### src/rtl/pipe_mux_reg.sv
// rtl/pipe_mux_reg.sv - N-way registered select stage with valid/ready handshake and 2-entry skid buffer
//
// Purpose:
//   Selects one of N WIDTH-bit inputs with a binary select and registers the
//   result together with its select tag. A main register drives the outputs;
//   a skid register absorbs one extra beat so that the upstream ready can be
//   a flop output, independent of the downstream ready. Strict FIFO order,
//   one beat per cycle when the sink never stalls, synchronous flush.
//
// Optional feature (macro PIPE_MUX_SEL_CHECK_EN):
//   Adds o_sel_err, a sticky flag set when a beat is accepted with a select
//   value >= N. Cleared by reset or flush. Without the macro the port is
//   absent and out-of-range selects simply yield zero data.
//
// Ports:
//   i_clk        rising-edge clock
//   i_rst_n      asynchronous active-low reset
//   i_flush      synchronous clear of all buffered beats (beats in flight dropped)
//   i_in_data    flattened inputs, input k at [k*WIDTH +: WIDTH]
//   i_sel        binary select, sampled with i_in_valid
//   i_in_valid   upstream beat present
//   o_in_ready   block can accept a beat this cycle (registered)
//   o_out_data   selected data of the head beat
//   o_out_sel    select value that produced o_out_data
//   o_out_valid  head beat valid
//   i_out_ready  downstream accepts head beat
//   o_sel_err    sticky illegal-select flag (PIPE_MUX_SEL_CHECK_EN only)

module pipe_mux_reg #(
  parameter int WIDTH = 32,
  parameter int N     = 4,
  parameter int SEL_W = (N > 1) ? $clog2(N) : 1
) (
  input  logic                 i_clk,
  input  logic                 i_rst_n,
  input  logic                 i_flush,
  input  logic [N*WIDTH-1:0]   i_in_data,
  input  logic [SEL_W-1:0]     i_sel,
  input  logic                 i_in_valid,
  output logic                 o_in_ready,
  output logic [WIDTH-1:0]     o_out_data,
  output logic [SEL_W-1:0]     o_out_sel,
  output logic                 o_out_valid,
  input  logic                 i_out_ready
`ifdef PIPE_MUX_SEL_CHECK_EN
  ,
  output logic                 o_sel_err
`endif
);

  typedef enum logic [1:0] {
    ST_EMPTY = 2'd0,
    ST_ONE   = 2'd1,
    ST_TWO   = 2'd2
  } state_t;

  state_t             r_state;
  state_t             w_next_state;
  logic               r_in_ready;
  logic [WIDTH-1:0]   r_main_data;
  logic [SEL_W-1:0]   r_main_sel;
  logic [WIDTH-1:0]   r_skid_data;
  logic [SEL_W-1:0]   r_skid_sel;

  logic [WIDTH-1:0]   w_mux_data;
  logic               w_accept;
  logic               w_pop;
  logic               w_main_ld;
  logic               w_main_from_skid;
  logic               w_skid_ld;

  // Decode by comparison against each legal index so an out-of-range select
  // falls through to zero without a variable part-select running off the bus.
  always_comb begin
    w_mux_data = '0;
    for (int k = 0; k < N; k++) begin
      if (i_sel == SEL_W'(k)) begin
        w_mux_data = i_in_data[k*WIDTH +: WIDTH];
      end
    end
  end

  assign o_out_valid = (r_state != ST_EMPTY);
  assign o_in_ready  = r_in_ready;
  assign o_out_data  = r_main_data;
  assign o_out_sel   = r_main_sel;

  assign w_accept = i_in_valid && r_in_ready;
  assign w_pop    = o_out_valid && i_out_ready;

  always_comb begin
    w_next_state     = r_state;
    w_main_ld        = 1'b0;
    w_main_from_skid = 1'b0;
    w_skid_ld        = 1'b0;
    if (i_flush) begin
      w_next_state = ST_EMPTY;
    end else begin
      case (r_state)
        ST_EMPTY: begin
          if (w_accept) begin
            w_next_state = ST_ONE;
            w_main_ld    = 1'b1;
          end
        end
        ST_ONE: begin
          if (w_accept && w_pop) begin
            // Head leaves and the new beat takes its place: no bubble.
            w_main_ld = 1'b1;
          end else if (w_accept) begin
            w_next_state = ST_TWO;
            w_skid_ld    = 1'b1;
          end else if (w_pop) begin
            w_next_state = ST_EMPTY;
          end
        end
        ST_TWO: begin
          // r_in_ready is low here, so only a pop can happen.
          if (w_pop) begin
            w_next_state     = ST_ONE;
            w_main_from_skid = 1'b1;
          end
        end
        default: begin
          w_next_state = ST_EMPTY;
        end
      endcase
    end
  end

  always_ff @(posedge i_clk or negedge i_rst_n) begin
    if (!i_rst_n) begin
      r_state     <= ST_EMPTY;
      r_in_ready  <= 1'b1;
      r_main_data <= '0;
      r_main_sel  <= '0;
      r_skid_data <= '0;
      r_skid_sel  <= '0;
    end else begin
      r_state    <= w_next_state;
      // Ready is the registered image of "next state is not full".
      r_in_ready <= (w_next_state != ST_TWO);
      if (w_main_ld) begin
        r_main_data <= w_mux_data;
        r_main_sel  <= i_sel;
      end else if (w_main_from_skid) begin
        r_main_data <= r_skid_data;
        r_main_sel  <= r_skid_sel;
      end
      if (w_skid_ld) begin
        r_skid_data <= w_mux_data;
        r_skid_sel  <= i_sel;
      end
    end
  end

`ifdef PIPE_MUX_SEL_CHECK_EN
  logic w_sel_ok;
  logic r_sel_err;

  always_comb begin
    w_sel_ok = 1'b0;
    for (int k = 0; k < N; k++) begin
      if (i_sel == SEL_W'(k)) begin
        w_sel_ok = 1'b1;
      end
    end
  end

  always_ff @(posedge i_clk or negedge i_rst_n) begin
    if (!i_rst_n) begin
      r_sel_err <= 1'b0;
    end else if (i_flush) begin
      r_sel_err <= 1'b0;
    end else if (w_accept && !w_sel_ok) begin
      r_sel_err <= 1'b1;
    end
  end

  assign o_sel_err = r_sel_err;
`endif

endmodule

### config.mk
export PLATFORM = sky130hd
export DESIGN_NAME = pipe_mux_reg
export DESIGN_NICKNAME = d
export VERILOG_FILES = /design/src/rtl/pipe_mux_reg.sv
export SDC_FILE = /design/constraint.sdc
export NUM_CORES = 1
export LEC_CHECK = 0
export ABC_AREA = 1
export ABC_CLOCK_PERIOD_IN_PS = 2500
export CORE_ASPECT_RATIO = 0.9
export CORE_MARGIN = 8
export CORE_UTILIZATION = 65
export DETAILED_ROUTE_END_ITERATION = 7
export DONT_BUFFER_PORTS = 1
export PLACE_DENSITY = 0.92
export SLEW_MARGIN = 10
export SYNTH_ARGS = -nofsm -noshare
export SYNTH_HDL_FRONTEND = slang
export SYNTH_SLANG_ARGS = --single-unit
export TNS_END_PERCENT = 30
### constraint.sdc
create_clock -name i_clk -period 2.5 [get_ports i_clk]
set_input_delay 0.25 -clock i_clk [delete_from_list [all_inputs] [get_ports i_clk]]
set_output_delay 0.25 -clock i_clk [all_outputs]
set_load 0.005 [all_outputs]
Word-level counts from Yosys, hierarchy flattened
Index checks and enable logic that the tools add are counted.
{"block": "word_totals", "output_inout_bits": 36, "wordCells": 44, "register_bits": 71, "inputBits": 135}
{"block": "classes", "eq_ne": 6, "n_mux": 25, "reduce_logical": 7}
{"operator": "$mux W32", "n": 6}
{"operator": "$mux W2", "n": 8}
{"operator": "$mux W1", "n": 9}
{"operator": "$eq A2 B2 Y1 const B", "n": 3}
{"operator": "$pmux W2 S3", "n": 1}
{"operator": "$eq A2 B1 Y1 const B", "n": 2}
{"operator": "$logic_not A2 Y1", "n": 2}
{"operator": "$reduce_bool A2 Y1", "n": 2}
{"operator": "$logic_and A1 B1 Y1", "n": 3}
{"operator": "$ne A2 B2 Y1 const B", "n": 1}
{"operator": "$pmux W1 S2", "n": 1}

Logic depth before layout (Yosys ltp)
{"block": "logic_depth", "ltp_word": 8, "mapped_depth": 9, "depth_no_buf": 8}

Least setup slack after synthesis
OpenSTA, ideal clock, no wires.
{"block": "synth_path", "path_kind": "register -> register", "from": "reg r_in_ready, in the netlist o_in_ready", "to": "reg r_skid_data[10]", "stages_incl_launch_ff": 9, "setup_slack_ns": 1.178, "path_buffers": 1, "t_arrival_ns": 1.205, "t_required_ns": 2.383, "setup_time_ns": 0.117, "cell_sequence": "dfstp_2 > nand2_1 > inv_1 > nand2_1 > nor2_4 > inv_2 > buf_6 > nand2_1 > nand2_1"}
{"block": "synth_via", "elab_chain_cells": 5, "word_cells_on_any_way": 6}
{"element": "from (decl)", "line_no": "59", "text": "logic r_in_ready;"}
{"element": "from (signal assigned)", "line_no": "142", "text": "r_in_ready <= (w_next_state != ST_TWO);"}
{"element": "$logic_and A1 B1 Y1 (*)", "line_no": "88", "text": "assign w_accept = i_in_valid && r_in_ready;"}
{"element": "$mux W1 or $logic_and A1 B1 Y1 (tied branches)", "line_no": "110, 107"}
{"element": "$mux W1 (*)", "line_no": "107", "text": "if (w_accept && w_pop) begin"}
{"element": "$mux W1 (*)", "line_no": "99", "text": "case (r_state)"}
{"element": "$mux W1 (*)", "line_no": "96", "text": "if (i_flush) begin"}
{"element": "to (signal assigned)", "line_no": "151", "text": "r_skid_data <= w_mux_data;"}
{"element": "to (decl)", "line_no": "62", "text": "logic [WIDTH-1:0] r_skid_data;"}
Mark *: on every way between the ends. The rest lies on a longest branch, timed or not.
A chain may end at the register's enable or synchronous reset.

Worst setup path after layout
{"block": "layout_path", "from": "reg r_in_ready, in the netlist o_in_ready", "to": "reg r_skid_sel[0]"}
{"block": "layout_via", "elab_chain_cells": 5, "word_cells_on_any_way": 6}
{"element": "$logic_and A1 B1 Y1 (*)", "line_no": "88"}
{"element": "$mux W1 or $logic_and A1 B1 Y1 (tied branches)", "line_no": "110, 107"}
{"element": "$mux W1 (*)", "line_no": "107"}
{"element": "$mux W1 (*)", "line_no": "99"}
{"element": "$mux W1 (*)", "line_no": "96"}
{"element": "to (signal assigned)", "line_no": "152", "text": "r_skid_sel <= i_sel;"}
{"element": "to (decl)", "line_no": "63", "text": "logic [SEL_W-1:0] r_skid_sel;"}
Marked as above.

==> results list <==
* Slew HR: 0.579
- Share of final-layout standard cells stronger than drive strength 1: 0.0688
* Global-route wire length before repair: 19.3 mm
- For this run, the register share of the synthesized area comes to 0.446.
- Worst-path clk slew: around 70 ps
* Most repeated library cell on the critical path: sky130_fd_sc_hd__nand2_1
* P_int: 0.00222 W
- Unique masters post-synth: 22
- CTS max path bufs: 2
- The cell sitting at the root of the clock tree is a sky130_fd_sc_hd__clkbuf_8.
- On the worst path, the slowest cell contributes a delay of 550 ps.
- The share of synthesized area in the top cell type comes to 0.440.
- Synthesized cell area: approximately 4000 um^2
- Each instance of the synthesized netlist takes up on average around 7.5 um^2.
- Max Fanout on Critical Path: 37
- Leakage power total: 1.96 nW
* Critical Setup Path Class: reg -> reg
- For this run, the number of Yosys warnings is 0.
- Portion of netlist area occupied by mux cells: 0
* Number of instances in the placed design: ~580
* Latest clock arrival within the worst-skew pair: 340 ps
* Result of the run: finished, final reports clean
- Final Power: 0.00312 W
- The finished layout holds 595 standard cells, fillers aside.
* WP data required: 2690 ps
- Aggregate global routing overflow: 0
- The number of nets in the synthesized netlist is 669.
- The final layout contains routed wiring with a total length of about 12 mm.
- The die is between 90 and 100 um wide.
* Highest clock rate: 495 MHz
- Clock tree synthesis found a total of 71 sinks.
* Area growth, synth to finish: 5.53%
* Most frequent cell after synthesis: sky130_fd_sc_hd__nand3_1
- Counting instances, the worst hold path has a depth of 1.
- Cells after Synth: between 500 and 600
- After detailed routing, the number of remaining DRC violations is 0.
* Area of the core: 6010 um^2
- Most frequent cells after synthesis: sky130_fd_sc_hd__nand3_1 (195), sky130_fd_sc_hd__nand2_1 (138), sky130_fd_sc_hd__dfrtp_1 (70)
* Arrival time of the worst setup path: 2220 ps
* Reg2Reg Launch Point: o_in_ready
- Buffering stage count on the worst path with inverters included: 2
- Die area: 8890 um^2
* Gate family responsible for the most delay along the worst path: simple AND/OR/NAND/NOR gates
- Number of nets in the layout: 653
* Flop pwr share: 0.513
- Of the total power, combinational logic draws 0.156.
* Synthesized-area fraction occupied by and/or/nand/nor cells: 0.443
- Number of cell instances on the worst register-to-register path: 7
* Num ports: approximately 170
* Row count: 27
* Starting Density: 0.663
- Routability-driven placement finished with a final weighted congestion of 0.876.
- Share of power burned in the clock network: 0.331
- Synth Area in Adders: 0
* Switching component of the power: 0.000898 W
- By area the synthesized netlist is led by sky130_fd_sc_hd__dfrtp_1 (44%), sky130_fd_sc_hd__nand3_1 (24%), sky130_fd_sc_hd__nand2_1 (13%).
- The area fraction in compound gates after synthesis is 0.0496.
* GRT Overall Usage: 0.266
* Start point of the critical path: o_in_ready
* Routed vias: 3,899
- Of all cell types, the one taking the most synthesized area is sky130_fd_sc_hd__dfrtp_1.
- In the final routed layout, each cell accounts on average for 20.2 um.
- Post-route setup TNS: 0 ps
- In the finished design, the share of the clock period the worst path needs comes to 0.809.
- After detailed routing, the number of vias per cell comes to between 6 and 7.
- Crit path setup slack, layout: 478 ps
- Leading register cell type out of synthesis: sky130_fd_sc_hd__dfrtp_1
* Initial DRT Pass Iterations: 5
- Final Hold Vio Count: 0
- The repair_antennas step left the layout with diodes totalling 0.
* Max cap viols: 0
* Fraction of synthesized cell area in xor and xnor cells: 0
- Of the total power, the share spent switching nets is 0.288.
- The path class of the tightest hold or removal check is in -> reg.
- For the final database, setup skew stands at roughly 7.7 ps.
- The clock period could shrink to 2020 ps.
- Worst Setup Slack post-DPL: 504 ps
* Utilization after layout: 0.699
* Total of fill cells in the finished design: ~540
- Entering global routing, the biggest net connects 72 pins.
- Detailed placement ended at an HPWL of 8.42 mm.
- In this run, CTS created clock tree buffers numbering 9.
- In the synthesized netlist the async set-or-reset flop fraction comes to 1.00.
- Setup violations remaining at the end of the flow were counted as 0.
- H-tree depth: 3
* Power density relative to cell area: 742 nW/um^2
- Counting flops and latches in the post-synthesis netlist gives 71.
* Kind of end point of the critical path: flip-flop
* Via count of the first global-routing pass: 3,934
- Hold Startpoint: i_out_ready
* Least-Margin Pin Slew: 630 ps
- The initial antenna violation count came to 0.
* Cells traversed along the worst timing path: nand2_1, inv_1, nand2_1, nor2_4, inv_2, nand2_1, o21ai_0
- In this run the critical register-to-register path is captured at r_skid_sel[0].
* Post-DRT Antenna Nets: 0
- The path with the worst hold slack has its endpoint at r_state[1].
- Critical path's slowest cell: sky130_fd_sc_hd__dfstp_2
- TritonCTS built the clock tree.
- Setup repair after global routing left no endpoint under its margin.
- Port-buffer cells: 0
* Worst supply voltage drop on vdd: 387 uV
* Floorplan die height: 90.3 um
- The number of pins with negative max-slew slack in the final report was 0.
* Main combinational cell family by area after synthesis: simple AND/OR/NAND/NOR gates
- In this run, the number of DRC markers left after iteration 0 of detailed routing was 270.
- The worst register-to-register path has a setup slack of about 480 ps.
* Number of flops mapped to enable cells by yosys: 0
* Crit start category: flip-flop
## state kept, by name (all words and copies together) (netlist names)
signal and flops:
o_in_ready 1, r_state 2, o_out_sel 2, r_skid_sel 2, o_out_data 32, r_skid_data 32
## metrics by stage
step	hold slack, ps	cell area, um^2
after CTS	32.5	4200
after floorplan	-45.6	3980
final	43.4	4200
after detailed placement	-43.5	3940
after global routing	39.9	4200
after global placement	-43.1	3940
## cell type report
| cell class | count | area [um^2] | share of cell area |
|---|---|---|---|
| timing repair buffer | 11 | 105 | 0.0250 |
| clock inverter | 3 | 65.1 | 0.0155 |
| multi-input combinational | 413 | 1960 | 0.467 |
| clock buffer | 13 | 159 | 0.0378 |
| tap | 72 | 90.1 | 0.0214 |
| sequential | 71 | 1780 | 0.423 |
| inverter | 12 | 45.0 | 0.0107 |
## power by group through the flow
stage / clock network (W) / logic (W) / registers (W)
6_report: 0.00103 / 0.000487 / 0.00160
5_1_grt: 0.00109 / 0.000561 / 0.00163
4_1_cts: 0.00105 / 0.000489 / 0.00160
3_5_place_dp: 0 / 0.000459 / 0.00162
3_3_place_gp: 0 / 0.000427 / 0.00161
2_1_floorplan: 0 / 0.000393 / 0.00156
## cells in the final DEF (no fill, tap or decap)
| master | instances |
|---|---|
| sky130_fd_sc_hd__buf_16 | 1 |
| sky130_fd_sc_hd__nand2_2 | 2 |
| sky130_fd_sc_hd__dfrtp_1 | 70 |
| sky130_fd_sc_hd__o21ai_0 | 35 |
| sky130_fd_sc_hd__clkinv_1 | 1 |
| sky130_fd_sc_hd__nand3_1 | 195 |
| sky130_fd_sc_hd__dlygate4sd3_1 | 1 |
| sky130_fd_sc_hd__clkbuf_8 | 11 |
| sky130_fd_sc_hd__nor2_1 | 2 |
| sky130_fd_sc_hd__clkbuf_1 | 2 |
| sky130_fd_sc_hd__o211ai_1 | 2 |
| sky130_fd_sc_hd__inv_1 | 10 |
| sky130_fd_sc_hd__nand2_1 | 138 |
| sky130_fd_sc_hd__nor2_4 | 1 |
| sky130_fd_sc_hd__or2_2 | 2 |
| sky130_fd_sc_hd__inv_2 | 1 |
| sky130_fd_sc_hd__nand3_2 | 2 |
| sky130_fd_sc_hd__a22oi_1 | 1 |
| sky130_fd_sc_hd__clkinv_2 | 1 |
| sky130_fd_sc_hd__buf_4 | 9 |
| sky130_fd_sc_hd__or2_1 | 30 |
| sky130_fd_sc_hd__bufinv_16 | 2 |
| sky130_fd_sc_hd__nor2_2 | 3 |
| sky130_fd_sc_hd__dfstp_2 | 1 |
## worst max path at each step
stage | cells after the start | to | slack [ps]
after floorplan | 8 | r_skid_data[10] | 1180
after global placement | 7 | o_in_ready | 620
after detailed placement | 7 | r_skid_sel[0] | 500
after CTS | 7 | r_skid_sel[0] | 480
after global routing | 7 | r_skid_sel[0] | 380
final | 7 | r_skid_sel[0] | 480
## per-layer routing
| layer | routed length, um | vias up | track usage |
|---|---|---|---|
| met3 | 1600 | 20 | 0.0986 |
| met4 | 151 | 0 | 0.0817 |
| met2 | 5880 | 260 | 0.454 |
| li1 | - | 1769 | - |
| met5 | 0 | - | 0 |
| met1 | 4410 | 1850 | 0.303 |
## cells by family (layout without fill, tap and decap cells)
kind of cell | Yosys count | after routing
AND/OR/NAND/NOR | 375 | 375
buffers and inverters | 50 | 39
AO/OA/AOI/OAI | 38 | 38
flip-flops | 71 | 71
## what timing repair did
| action | CTS | global route |
|---|---|---|
| endpoints found under the setup margin | 0 | 0 |
| hold buffers | 2 | 0 |
| gates resized for setup | 0 | 0 |
| hold endpoints to repair | 71 | 0 |
| buffers inserted | 0 | 0 |
Note: power is estimated with default switching activity, not from simulation.
